[config.mk]
export PLATFORM = sky130hd
export DESIGN_NAME = program_load_ctrl
export DESIGN_NICKNAME = d
export VERILOG_FILES = /design/src/rtl/program_load_ctrl.sv
export SDC_FILE = /design/constraint.sdc
export NUM_CORES = 1
export LEC_CHECK = 0
export CELL_PAD_IN_SITES_DETAIL_PLACEMENT = 0
export CELL_PAD_IN_SITES_GLOBAL_PLACEMENT = 1
export CORE_ASPECT_RATIO = 1.4
export CORE_MARGIN = 2
export CORE_UTILIZATION = 40
export DETAILED_ROUTE_END_ITERATION = 16
export PLACE_DENSITY = 0.75
export SYNTH_ARGS = -nofsm -noshare
export SYNTH_HDL_FRONTEND = slang
export SYNTH_SLANG_ARGS = --single-unit
[constraint.sdc]
create_clock -name clk -period 3.1 [get_ports clk]
set_input_delay 0.465 -clock clk [delete_from_list [all_inputs] [get_ports clk]]
set_output_delay 0.465 -clock clk [all_outputs]
set_load 0.01 [all_outputs]
[src/rtl/program_load_ctrl.sv]
// Boot loader: assembles a length-prefixed little-endian UART byte stream into 32-bit words,
// writes them to program memory, then releases the CPU and reports run completion.
module program_load_ctrl #(
  parameter int unsigned MAX_WORDS      = 1024,
  parameter int unsigned TIMEOUT_CYCLES = 100000,
  parameter logic [31:0] BASE_ADDR      = 32'h0000_0000
) (
  input  logic        clk,
  input  logic        reset_n,
  input  logic        rx_valid,
  input  logic [7:0]  rx_data,
  input  logic        run_finished,
  output logic        program_mem_write_enable,
  output logic [31:0] program_mem_write_data,
  output logic [31:0] uart_write_address,
  output logic        run_flag,
  output logic        indication,
  output logic        load_error
);

  typedef enum logic [1:0] {StLoadLen, StLoadData, StRun, StDone} state_e;

  state_e      state_q, state_d;
  logic [1:0]  byte_cnt_q, byte_cnt_d;
  logic [31:0] shift_q, shift_d;
  logic [31:0] word_idx_q, word_idx_d;
  logic [31:0] len_q, len_d;
  logic [31:0] gap_q, gap_d;
  logic        we_q, we_d;
  logic [31:0] wdata_q, wdata_d;
  logic [31:0] addr_q, addr_d;
  logic        run_q, run_d;
  logic        ind_q, ind_d;
  logic        err_q, err_d;

  logic [31:0] word_full;
  logic        data_done;
  logic        gap_active;
  logic        expire;

  // The 4th byte completes the word directly, without waiting for the shift register update.
  assign word_full  = {rx_data, shift_q[23:0]};
  assign data_done  = (word_idx_q == len_q);
  assign gap_active = ((state_q == StLoadLen) && (byte_cnt_q != 2'd0)) ||
                      ((state_q == StLoadData) && !data_done);

  always_comb begin
    state_d    = state_q;
    byte_cnt_d = byte_cnt_q;
    shift_d    = shift_q;
    word_idx_d = word_idx_q;
    len_d      = len_q;
    gap_d      = 32'd0;
    we_d       = 1'b0;
    wdata_d    = wdata_q;
    addr_d     = addr_q;
    run_d      = run_q;
    ind_d      = ind_q;
    err_d      = err_q;
    expire     = 1'b0;

    // A byte arriving on the expiry cycle wins over the timeout.
    if (gap_active && !rx_valid) begin
      if (gap_q == 32'(TIMEOUT_CYCLES - 1)) begin
        expire = 1'b1;
      end else begin
        gap_d = gap_q + 32'd1;
      end
    end

    unique case (state_q)
      StLoadLen: begin
        if (rx_valid) begin
          err_d                              = 1'b0;
          shift_d[{byte_cnt_q, 3'b000} +: 8] = rx_data;
          byte_cnt_d                         = byte_cnt_q + 2'd1;
          if (byte_cnt_q == 2'd3) begin
            if ((word_full == 32'd0) || (word_full > MAX_WORDS)) begin
              err_d = 1'b1;
            end else begin
              len_d      = word_full;
              word_idx_d = 32'd0;
              state_d    = StLoadData;
            end
          end
        end
      end
      StLoadData: begin
        // data_done first becomes true during the final write strobe cycle.
        if (data_done) begin
          state_d = StRun;
          run_d   = 1'b1;
        end else if (rx_valid) begin
          err_d                              = 1'b0;
          shift_d[{byte_cnt_q, 3'b000} +: 8] = rx_data;
          byte_cnt_d                         = byte_cnt_q + 2'd1;
          if (byte_cnt_q == 2'd3) begin
            we_d       = 1'b1;
            wdata_d    = word_full;
            addr_d     = BASE_ADDR + {word_idx_q[29:0], 2'b00};
            word_idx_d = word_idx_q + 32'd1;
          end
        end
      end
      StRun: begin
        if (run_finished) begin
          run_d   = 1'b0;
          ind_d   = 1'b1;
          state_d = StDone;
        end
      end
      StDone: begin
        if (rx_valid) begin
          ind_d         = 1'b0;
          err_d         = 1'b0;
          shift_d[7:0]  = rx_data;
          byte_cnt_d    = 2'd1;
          state_d       = StLoadLen;
        end
      end
      default: state_d = StLoadLen;
    endcase

    if (expire) begin
      err_d      = 1'b1;
      state_d    = StLoadLen;
      byte_cnt_d = 2'd0;
      word_idx_d = 32'd0;
    end
  end

  always_ff @(posedge clk or negedge reset_n) begin
    if (!reset_n) begin
      state_q    <= StLoadLen;
      byte_cnt_q <= 2'd0;
      shift_q    <= 32'd0;
      word_idx_q <= 32'd0;
      len_q      <= 32'd0;
      gap_q      <= 32'd0;
      we_q       <= 1'b0;
      wdata_q    <= 32'd0;
      addr_q     <= 32'd0;
      run_q      <= 1'b0;
      ind_q      <= 1'b0;
      err_q      <= 1'b0;
    end else begin
      state_q    <= state_d;
      byte_cnt_q <= byte_cnt_d;
      shift_q    <= shift_d;
      word_idx_q <= word_idx_d;
      len_q      <= len_d;
      gap_q      <= gap_d;
      we_q       <= we_d;
      wdata_q    <= wdata_d;
      addr_q     <= addr_d;
      run_q      <= run_d;
      ind_q      <= ind_d;
      err_q      <= err_d;
    end
  end

  assign program_mem_write_enable = we_q;
  assign program_mem_write_data   = wdata_q;
  assign uart_write_address       = addr_q;
  assign run_flag                 = run_q;
  assign indication               = ind_q;
  assign load_error               = err_q;

endmodule

# Word level (Yosys, flattened, before mapping)
# Index checks and enable logic that the tools add are counted.
dict set report op_classes {
  eq_ne 19
  shift 2
  reduce_logical 26
  addsub 4
  mul 0
  bitwise_logic 2
  n_div 0
  muxes 48
  order_cmp 1
}
# operator n
set ops {}
lappend ops {{two-way mux 32 bit} 11}
lappend ops {{adder 32 x 1 -> 32 bit (second input constant)} 2}
lappend ops {{case mux 32 bit (2 select lines)} 1}
lappend ops {{case mux 24 bit (2 select lines)} 1}
lappend ops {{bitwise mux 32 bit} 1}
lappend ops {{== test 32 x 17 -> 1 bit (second input constant)} 1}
lappend ops {{== test 32 bit} 1}
lappend ops {{greater-than comparator 32 x 11 -> 1 bit (second input constant)} 1}
lappend ops {{logical NOT 32 bit} 1}
lappend ops {{variable shift 8 x 7 -> 32 bit (first input constant)} 1}
lappend ops {{variable part select 8 x 7 -> 32 bit} 1}
lappend ops {{case mux 8 bit (3 select lines)} 1}
lappend ops {{two-way mux 2 bit} 11}
lappend ops {{!= test 3 bit (second input constant)} 7}
lappend ops {{two-way mux 1 bit} 16}
lappend ops {{AND reduction 3 bit} 5}
lappend ops {{two-way mux 8 bit} 1}
lappend ops {{!= test 2 bit (second input constant)} 4}
lappend ops {{case mux 2 bit (4 select lines)} 1}
lappend ops {{AND reduction 4 bit} 2}
lappend ops {{nonzero test 2 bit} 4}
lappend ops {{negation 5 -> 7 bit} 1}
lappend ops {{AND reduction 7 bit} 1}
lappend ops {{== test 2 bit (second input constant)} 3}
lappend ops {{other kinds (15)} 23}
dict set report totals {
  rom_bits 0
  mem_count 0
  latchBits 0
  output_inout_bits 68
  ram_bits 0
  elab_cells 115
  inputBits 12
  reg_bits 198
}

# Depth between registers and ports, before layout
# Gate-level depths: netlist (run 1).
dict set report depth {
  ltp_word 8
  depth_mapped 10
  depth_no_buf 8
}

# Worst setup path after synthesis (run 1)
# No wires, ideal clock.
dict set report synth_path {
  kind {input -> register}
  from {in rx_data[0]}
  to {reg word_idx_q[25]}
  setup_slack_ps 810
  arrival_time_ps 2204
  path_stages 8
  required_time_ps 3013
  path_cell_list {or4_4 -> nor3_4 -> nand4b_4 -> o21a_1 -> nand2b_4 -> buf_2 -> or3_1 -> o211ai_1}
}
dict set report synth_via {
  elab_chain_cells 4
  word_cells_on_any_way 5
  classes_between {1 x order compare; 1 x eq/ne; 3 x reduce/logical}
}
# element line_no
set synth_rtl {}
lappend synth_rtl {{start, declared} 11} ;# input logic [7:0] rx_data,
lappend synth_rtl {{greater-than comparator 32 x 11 -> 1 bit or logical NOT 32 bit (tied branches)} 78} ;# if ((word_full == 32'd0) || (word_full > MAX_WORDS)) begin
lappend synth_rtl {{logical OR 1 bit *} 78}
lappend synth_rtl {{!= test 3 bit (no source line) *} n/a}
lappend synth_rtl {{AND reduction 7 bit (no source line) *} n/a}
lappend synth_rtl {{end signal, assigned} 150} ;# word_idx_q <= word_idx_d;
lappend synth_rtl {{end, declared} 26} ;# logic [31:0] word_idx_q, word_idx_d;
# Mark *: on every way between the ends. The rest lies on a longest branch, timed or not.
# A chain may end at the register's enable or synchronous reset.

# Worst setup path after layout (run 1)
dict set report layout_path {
  from {reg word_idx_q[7]}
  to {reg word_idx_q[30]}
}
dict set report layout_via {
  elab_chain_cells 8
  word_cells_on_any_way 20
  classes_between {1 x add/sub; 7 x eq/ne; 6 x mux; 6 x reduce/logical}
}
# element
set layout_rtl {}
lappend layout_rtl {{branches (longest 8 deep; another with adder 32 x 1 -> 32 bit)}}
# Several ways; the timed one is not identified. The select of a mux whose other input is x is not followed.

==> impl_metrics.yaml, run 1 <==
finish:
  drive_above_1_share_pct: 15.0
  regArea_um2: 4750
  area_growth_pct: 20.6
  multi_input_area_um2: 3820
  n_fill_cell: 2031
  antenna_cells: 0
  fin_nets: 941
timing:
  fin_crit_sh_pct: 86.0
  clock.fmax_mhz: 375
  worst_slew_pin_slew_ns: 0.635
  setup_violations: 0
  skew_ns: 0.0182
  period_minus_slack_ns: 2.67
  setup_ws_ns: 0.433
  slew_viol_final: 0
  hold_viol: 0
  slew-limit-headroom_pct: 57.7
  final.setup.tns_ns: 0
  rsz0062_at_grt: "false"
placement:
  port_buffers: 77
  preCtsSetupSlack_ns: 0.205
  dpl.hpwl_mm: 14.9
  routabilityCongestion: 0.802
grt:
  grt.total_usage_pct: 19.0
  grt_max_degree: 79
  antenna_found_initial: 0
  globalRoute.totalOverflow: 0
  grt_pass1_wl_mm: 34.9
  grt_pass1_vias: 6415
clock_tree:
  htreeDepth: 4
  numCtsBuffers: 17
  cts_buffer_depth: 2
  cts_resized: 0
  ctsHoldBuffers: 0
  clk_latency_ns: 0.45
  clk_pin_slew_worst_paths_ns: 0.08
  cts-root-buf: "clkbuf_16"
  cts_tree: "built"
  cts_setup_buffers: 0
  numClockSinks: 190
yosys:
  syn-cell-area_um2: 8900
  syn_inst: 833
  synth-edff-count: 0
  synth-seq-cells: 190
  async_reset_ff_share_pct: 100
  syn_area_per_cell_um2: 10.7
  yosysWarnings: 0
  seq_area_frac_synth_pct: 53.4
  synth_cell_types: 53
  synthFlopType: "dfrtp_1"
worst_setup_path:
  worstPathMaxFanout: 7
  worst_ep_required_time_ns: 3.42
  r2r_slack_ns: 0.43
  r2r-start: "word_idx_q[7]"
  ff2ff_path_depth: 7
  rr_endpoint: "word_idx_q[30]"
  critPathCaptureType: "register"
  crit_path_start_kind: "register"
  cp_data_arrival_time_ns: 2.99
  criticalPathCategory: "register to register"
detailed_routing:
  drcViolationCount: 0
  drtIter0Drc: 362
  drtPass1Iterations: 4
  via_per_inst: 5.14
  routed_wl_mm: 21.0
  wire_per_inst_um: 17.1
  postRouteAntennaNets: 0
  vias: 6312
die:
  fp.dieW_um: 130
  initial_core_util_pct: 40.7
  fp.coreArea_um2: 21900
  rows: 64
  top_level_ports: 80
  die_area_um2: 23500
  die_h_um: 181
power:
  p_per_area_nw_per_um2: 731
  total_power_w: 0.00785
  p_leak_nw: 4.68
  irDropWorstVdd_v: 0.000453
status:
  status: "completed"
run:
  cap_violations: 0
min_path:
  hp-class: "primary input to asynchronous set/reset pin"
==> sequential cells by signal (all words and copies together) (netlist names) <==
signal,count
byte_cnt_q,2
gap_q,32
indication,1
len_q,32
load_error,1
program_mem_write_data,32
program_mem_write_enable,1
run_flag,1
shift_q,24
state_q,2
uart_write_address,30
word_idx_q,32
==> area by class of cell <==
class | instances | share of cell area [%]
Clock buffer | 17 | 3.96
Clock inverter | 15 | 1.53
Inverter | 45 | 1.57
Multi-Input combinational cell | 559 | 35.6
Sequential cell | 190 | 44.3
Tap cell | 297 | 3.46
Timing Repair Buffer | 105 | 9.64
==> routing by layer <==
layer / routed length [µm] / part of all wire [%] / GRT usage (%) / up-vias
met5: 0 / 0 / 0 / -
li1: - / - / - / 3066
met1: 9120 / 43 / 24.0 / 3138
met2: 11000 / 53 / 32.9 / 89
met3: 546 / 2.6 / 3.27 / 19
met4: 306 / 1.5 / 6.11 / 0
==> critical path, stage by stage (launching register included) <==
cell	delay (ns)
dfrtp_1	0.56
nand2_1	0.14
nor3_2	0.43
nand4_1	0.30
nor3_1	0.46
nand2_1	0.18
and3_1	0.22
a211o_1	0.26
==> worst max path at each step <==
stage / start / to / slack, ns
floorplan: rx_data[0] / word_idx_q[25] / 0.81
global placement: rx_data[0] / word_idx_q[23] / 0.22
detailed placement: rx_data[0] / word_idx_q[23] / 0.21
CTS: word_idx_q[25] / word_idx_q[16] / 0.45
global route: word_idx_q[7] / word_idx_q[30] / 0.20
finish: word_idx_q[7] / word_idx_q[30] / 0.43
==> cells in the mapped netlist, drive strengths merged, types with 2 or more instances <==
cell	count	area, µm²
a211o	6	52.6
a21oi	11	62.6
a22o	5	43.8
a31oi	5	37.5
and2	25	156
and3	21	131
and4	5	43.8
buf	14	75.1
clkbuf	26	98.8
dfrtp	190	4750
ha	11	138
inv	45	169
mux2	64	721
mux2i	3	30.0
nand2	47	179
nand2b	5	38.8
nand3	70	350
nand3b	3	22.5
nand4	23	144
nor2	57	214
nor3	24	141
nor3b	3	22.5
nor4	18	143
nor4b	2	17.5
o211ai	9	67.6
o21ai	42	210
o31ai	2	15.0
or2	4	25.0
or3	11	68.8
or4	2	18.8
xnor2	46	403
xor2	26	228
==> layout by cell type (no fill, tap or decap), types with 16 or more instances in the layout <==
| cell | Yosys | layout |
|---|---|---|
| and2_1 | 25 | 25 |
| and3_1 | 21 | 21 |
| buf_4 | 2 | 24 |
| clkbuf_16 | 0 | 17 |
| clkdlybuf4s50_1 | 0 | 76 |
| dfrtp_1 | 190 | 190 |
| inv_1 | 45 | 45 |
| mux2_2 | 64 | 64 |
| nand2_1 | 46 | 46 |
| nand3_1 | 70 | 70 |
| nand4_1 | 23 | 23 |
| nor2_1 | 57 | 57 |
| nor3_1 | 21 | 21 |
| nor4_1 | 16 | 16 |
| o21ai_0 | 31 | 31 |
| xnor2_1 | 46 | 46 |
| xor2_1 | 26 | 26 |
==> cell families after synthesis <==
logic type               share of synthesized area (%)
buffers and inverters                             3.85
AND/OR/NAND/NOR                                   19.5
AO/OA/AOI/OAI                                     6.10
flip-flops                                        53.4
other                                           0.0421
XOR/XNOR                                          7.08
adder cells (fa/ha/maj)                           1.55
multiplexers                                      8.43
==> where the power goes <==
part / switching, W / leakage (nW) / total [W] / internal, W
Combinational: 0.00120 / 1.83 / 0.00231 / 0.00111
Sequential: 0.000407 / 2.56 / 0.00335 / 0.00294
Clock: 0.00110 / 0.290 / 0.00219 / 0.00109
Total: 0.00271 / 4.68 / 0.00785 / 0.00514
==> per-stage QoR <==
| stage | hold WS [ns] | util (%) | std cells | cell area [µm²] |
|---|---|---|---|---|
| after floorplan | 0.169 | - | 834 | 8910 |
| after global placement | 0.483 | 46.4 | 1196 | 10100 |
| after detailed placement | 0.492 | 46.4 | 1196 | 10100 |
| after CTS | 0.0706 | 49.1 | 1228 | 10700 |
| after global routing | 0.0830 | 49.1 | 1228 | 10700 |
| final | 0.0387 | 49.1 | 1228 | 10700 |
No activity file was read; power rests on OpenSTA's default activity.
==> run 2, diff against run 1 <==
- GPL_TIMING_DRIVEN: default -> 1
==> results of run 2 <==
The final DEF is identical to that of run 1; final timing and power are the same.
==> run 3, diff against run 2 <==
==> constraint.sdc (replaced) <==
create_clock -name clk -period 3.1 [get_ports clk]
set_input_delay 0.775 -clock clk [delete_from_list [all_inputs] [get_ports clk]]
set_output_delay 0.775 -clock clk [all_outputs]
set_load 0.01 [all_outputs]
==> run 3 against run 2 <==
Global-route usage increased by 0.090 points. Cell area grew 1.7%. Total power up 2.0%. Non-clock buffer count up 15. Sequential power about the same. First-iteration DRC count increased by 20%. Critical path depth unchanged. Routed wire length down 0.34%. Critical endpoint is now word_idx_q[28]. Clock power grew 5%. Sequential cell count is the same. Via count rose by 1.3%. Combinational power up 3%.
==> impl_metrics.yaml, run 3 (synthesized netlist as in run 1, its figures left out) <==
status:
  status: "completed"
die:
  initial_core_util_pct: 40.7
  rows: 64
  fp.coreArea_um2: 21900
  die_area_um2: 23500
  fp.dieW_um: 130
  die_h_um: 181
  top_level_ports: 80
detailed_routing:
  drcViolationCount: 0
  drtPass1Iterations: 4
  postRouteAntennaNets: 0
  routed_wl_mm: 20.9
  wire_per_inst_um: 16.9
  drtIter0Drc: 433
  via_per_inst: 5.14
  vias: 6391
finish:
  final_cell_mix: "dfrtp_1 (190), clkdlybuf4s50_1 (76), nand3_1 (70), mux2_2 (64), nor2_1 (57)"
  fin_util_pct: 49.9
  drive_above_1_share_pct: 16.4
  fin_nets: 956
  final_cell_area_um2: 10900
  fin_cells: 1243
  area_growth_pct: 22.6
  final_common_cell: "dfrtp_1"
  n_fill_cell: 1961
  antenna_cells: 0
worst_setup_path:
  worst_ep_required_time_ns: 3.41
  ff2ff_path_depth: 7
  cp_data_arrival_time_ns: 3.00
  rr_endpoint: "word_idx_q[28]"
  critPathCaptureType: "register"
  r2r_slack_ns: 0.41
  crit_path_start_kind: "register"
  r2r-start: "word_idx_q[8]"
  worstPathMaxFanout: 8
  criticalPathCategory: "register to register"
clock_tree:
  cts-root-buf: "clkbuf_16"
  clk_pin_slew_worst_paths_ns: 0.08
  clk_latency_ns: 0.44
  cts_setup_buffers: 0
  ctsHoldBuffers: 0
  numClockSinks: 190
  numCtsBuffers: 17
  htreeDepth: 4
  cts_resized: 0
  cts_tree: "built"
  cts_buffer_depth: 2
placement:
  routabilityCongestion: 0.797
  preCtsSetupSlack_ns: -0.0361
  port_buffers: 77
  dp.cells: 1211
  dpl.hpwl_mm: 14.9
  place_area_um2: 10300
power:
  power_switching_w: 0.00268
  irDropWorstVdd_v: 0.000439
  seqPwrFrac_pct: 41.6
  combinationalPowerShare_pct: 29.7
  swShare_pct: 33.5
  p_int_w: 0.00533
  p_clk_share_pct: 28.7
  p_per_area_nw_per_um2: 734
  p_leak_nw: 4.77
grt:
  globalRoute.totalOverflow: 0
  grt.total_usage_pct: 19.1
  grt_pass1_wl_mm: 35.3
  grt_max_degree: 62
  grt_pass1_vias: 6719
  antenna_found_initial: 0
timing:
  period_minus_slack_ns: 2.69
  slew-limit-headroom_pct: 47.0
  clock.fmax_mhz: 372
  slew_viol_final: 0
  rsz0062_at_grt: "false"
  setup_violations: 0
  fin_crit_sh_pct: 86.7
  setup_ws_ns: 0.412
  worst_slew_pin_slew_ns: 0.792
  skew_ns: 0.0144
  hold_viol: 0
run:
  cap_violations: 0
min_path:
  hp-class: "primary input to asynchronous set/reset pin"
[run 3: cell count changes in the layout (fill, tap and decap cells not counted)]
cell | previous run | this run
bufinv_16 | 0 | 2
buf_12 | 4 | 7
buf_4 | 24 | 36
clkinv_8 | 3 | 2
clkinv_4 | 2 | 1
clkinvlp_4 | 0 | 3
inv_6 | 6 | 3
[run 3: cell type report]
type                    count  area, µm²  share of cell area (%)
flip-flops and latches    190       4750                    43.5
multi-input cells         559       3820                    35.0
repair buffers            120       1180                    10.9
clock buffers              17        425                    3.90
well taps                 297        372                    3.40
clock inverters            15        195                    1.79
inverters                  45        169                    1.55
[run 3: worst max-delay path, stage by stage (launching register included)]
cell and delay, ns:
dfrtp_1 0.54, nand2_1 0.13, nor3_2 0.42, nand4_1 0.28, nor3_1 0.50, nand3_1 0.22
and3_1 0.23, a211o_1 0.25
[run 3: stage by stage]
stage               hold WS (ns)  setup TNS (ns)  power [W]
global route               0.339               0    0.00848
finish                     0.310               0    0.00801
global placement           0.476         -0.0378    0.00574
detailed placement         0.483          -0.168    0.00577
floorplan                  0.455               0    0.00461
CTS                        0.322               0    0.00811
[run 3: worst max-delay path by stage]
stage                               from              to  slack (ns)  cells past startpoint
after floorplan               rx_data[0]  word_idx_q[25]        0.50                      8
after global placement        rx_data[0]  word_idx_q[23]       -0.02                      8
after detailed placement      rx_data[0]  word_idx_q[21]       -0.04                      8
after CTS                 word_idx_q[17]   word_idx_q[1]        0.37                      8
after global routing      word_idx_q[17]   word_idx_q[1]        0.17                      8
final                      word_idx_q[8]  word_idx_q[28]        0.41                      7
[run 3: per-layer routing]
layer / GRT usage, % / part of all wire (%)
met5: 0 / 0
met4: 6.49 / 2.5
met3: 3.27 / 2.5
met2: 33.4 / 53
met1: 23.6 / 42
[run 3: power groups by stage]
stage          logic, W  registers (W)  clock network (W)
6_report        0.00238        0.00333            0.00230
3_5_place_dp    0.00239        0.00339                  0
3_3_place_gp    0.00237        0.00338                  0
2_1_floorplan   0.00122        0.00338                  0
5_1_grt         0.00262        0.00341            0.00245
4_1_cts         0.00241        0.00334            0.00236
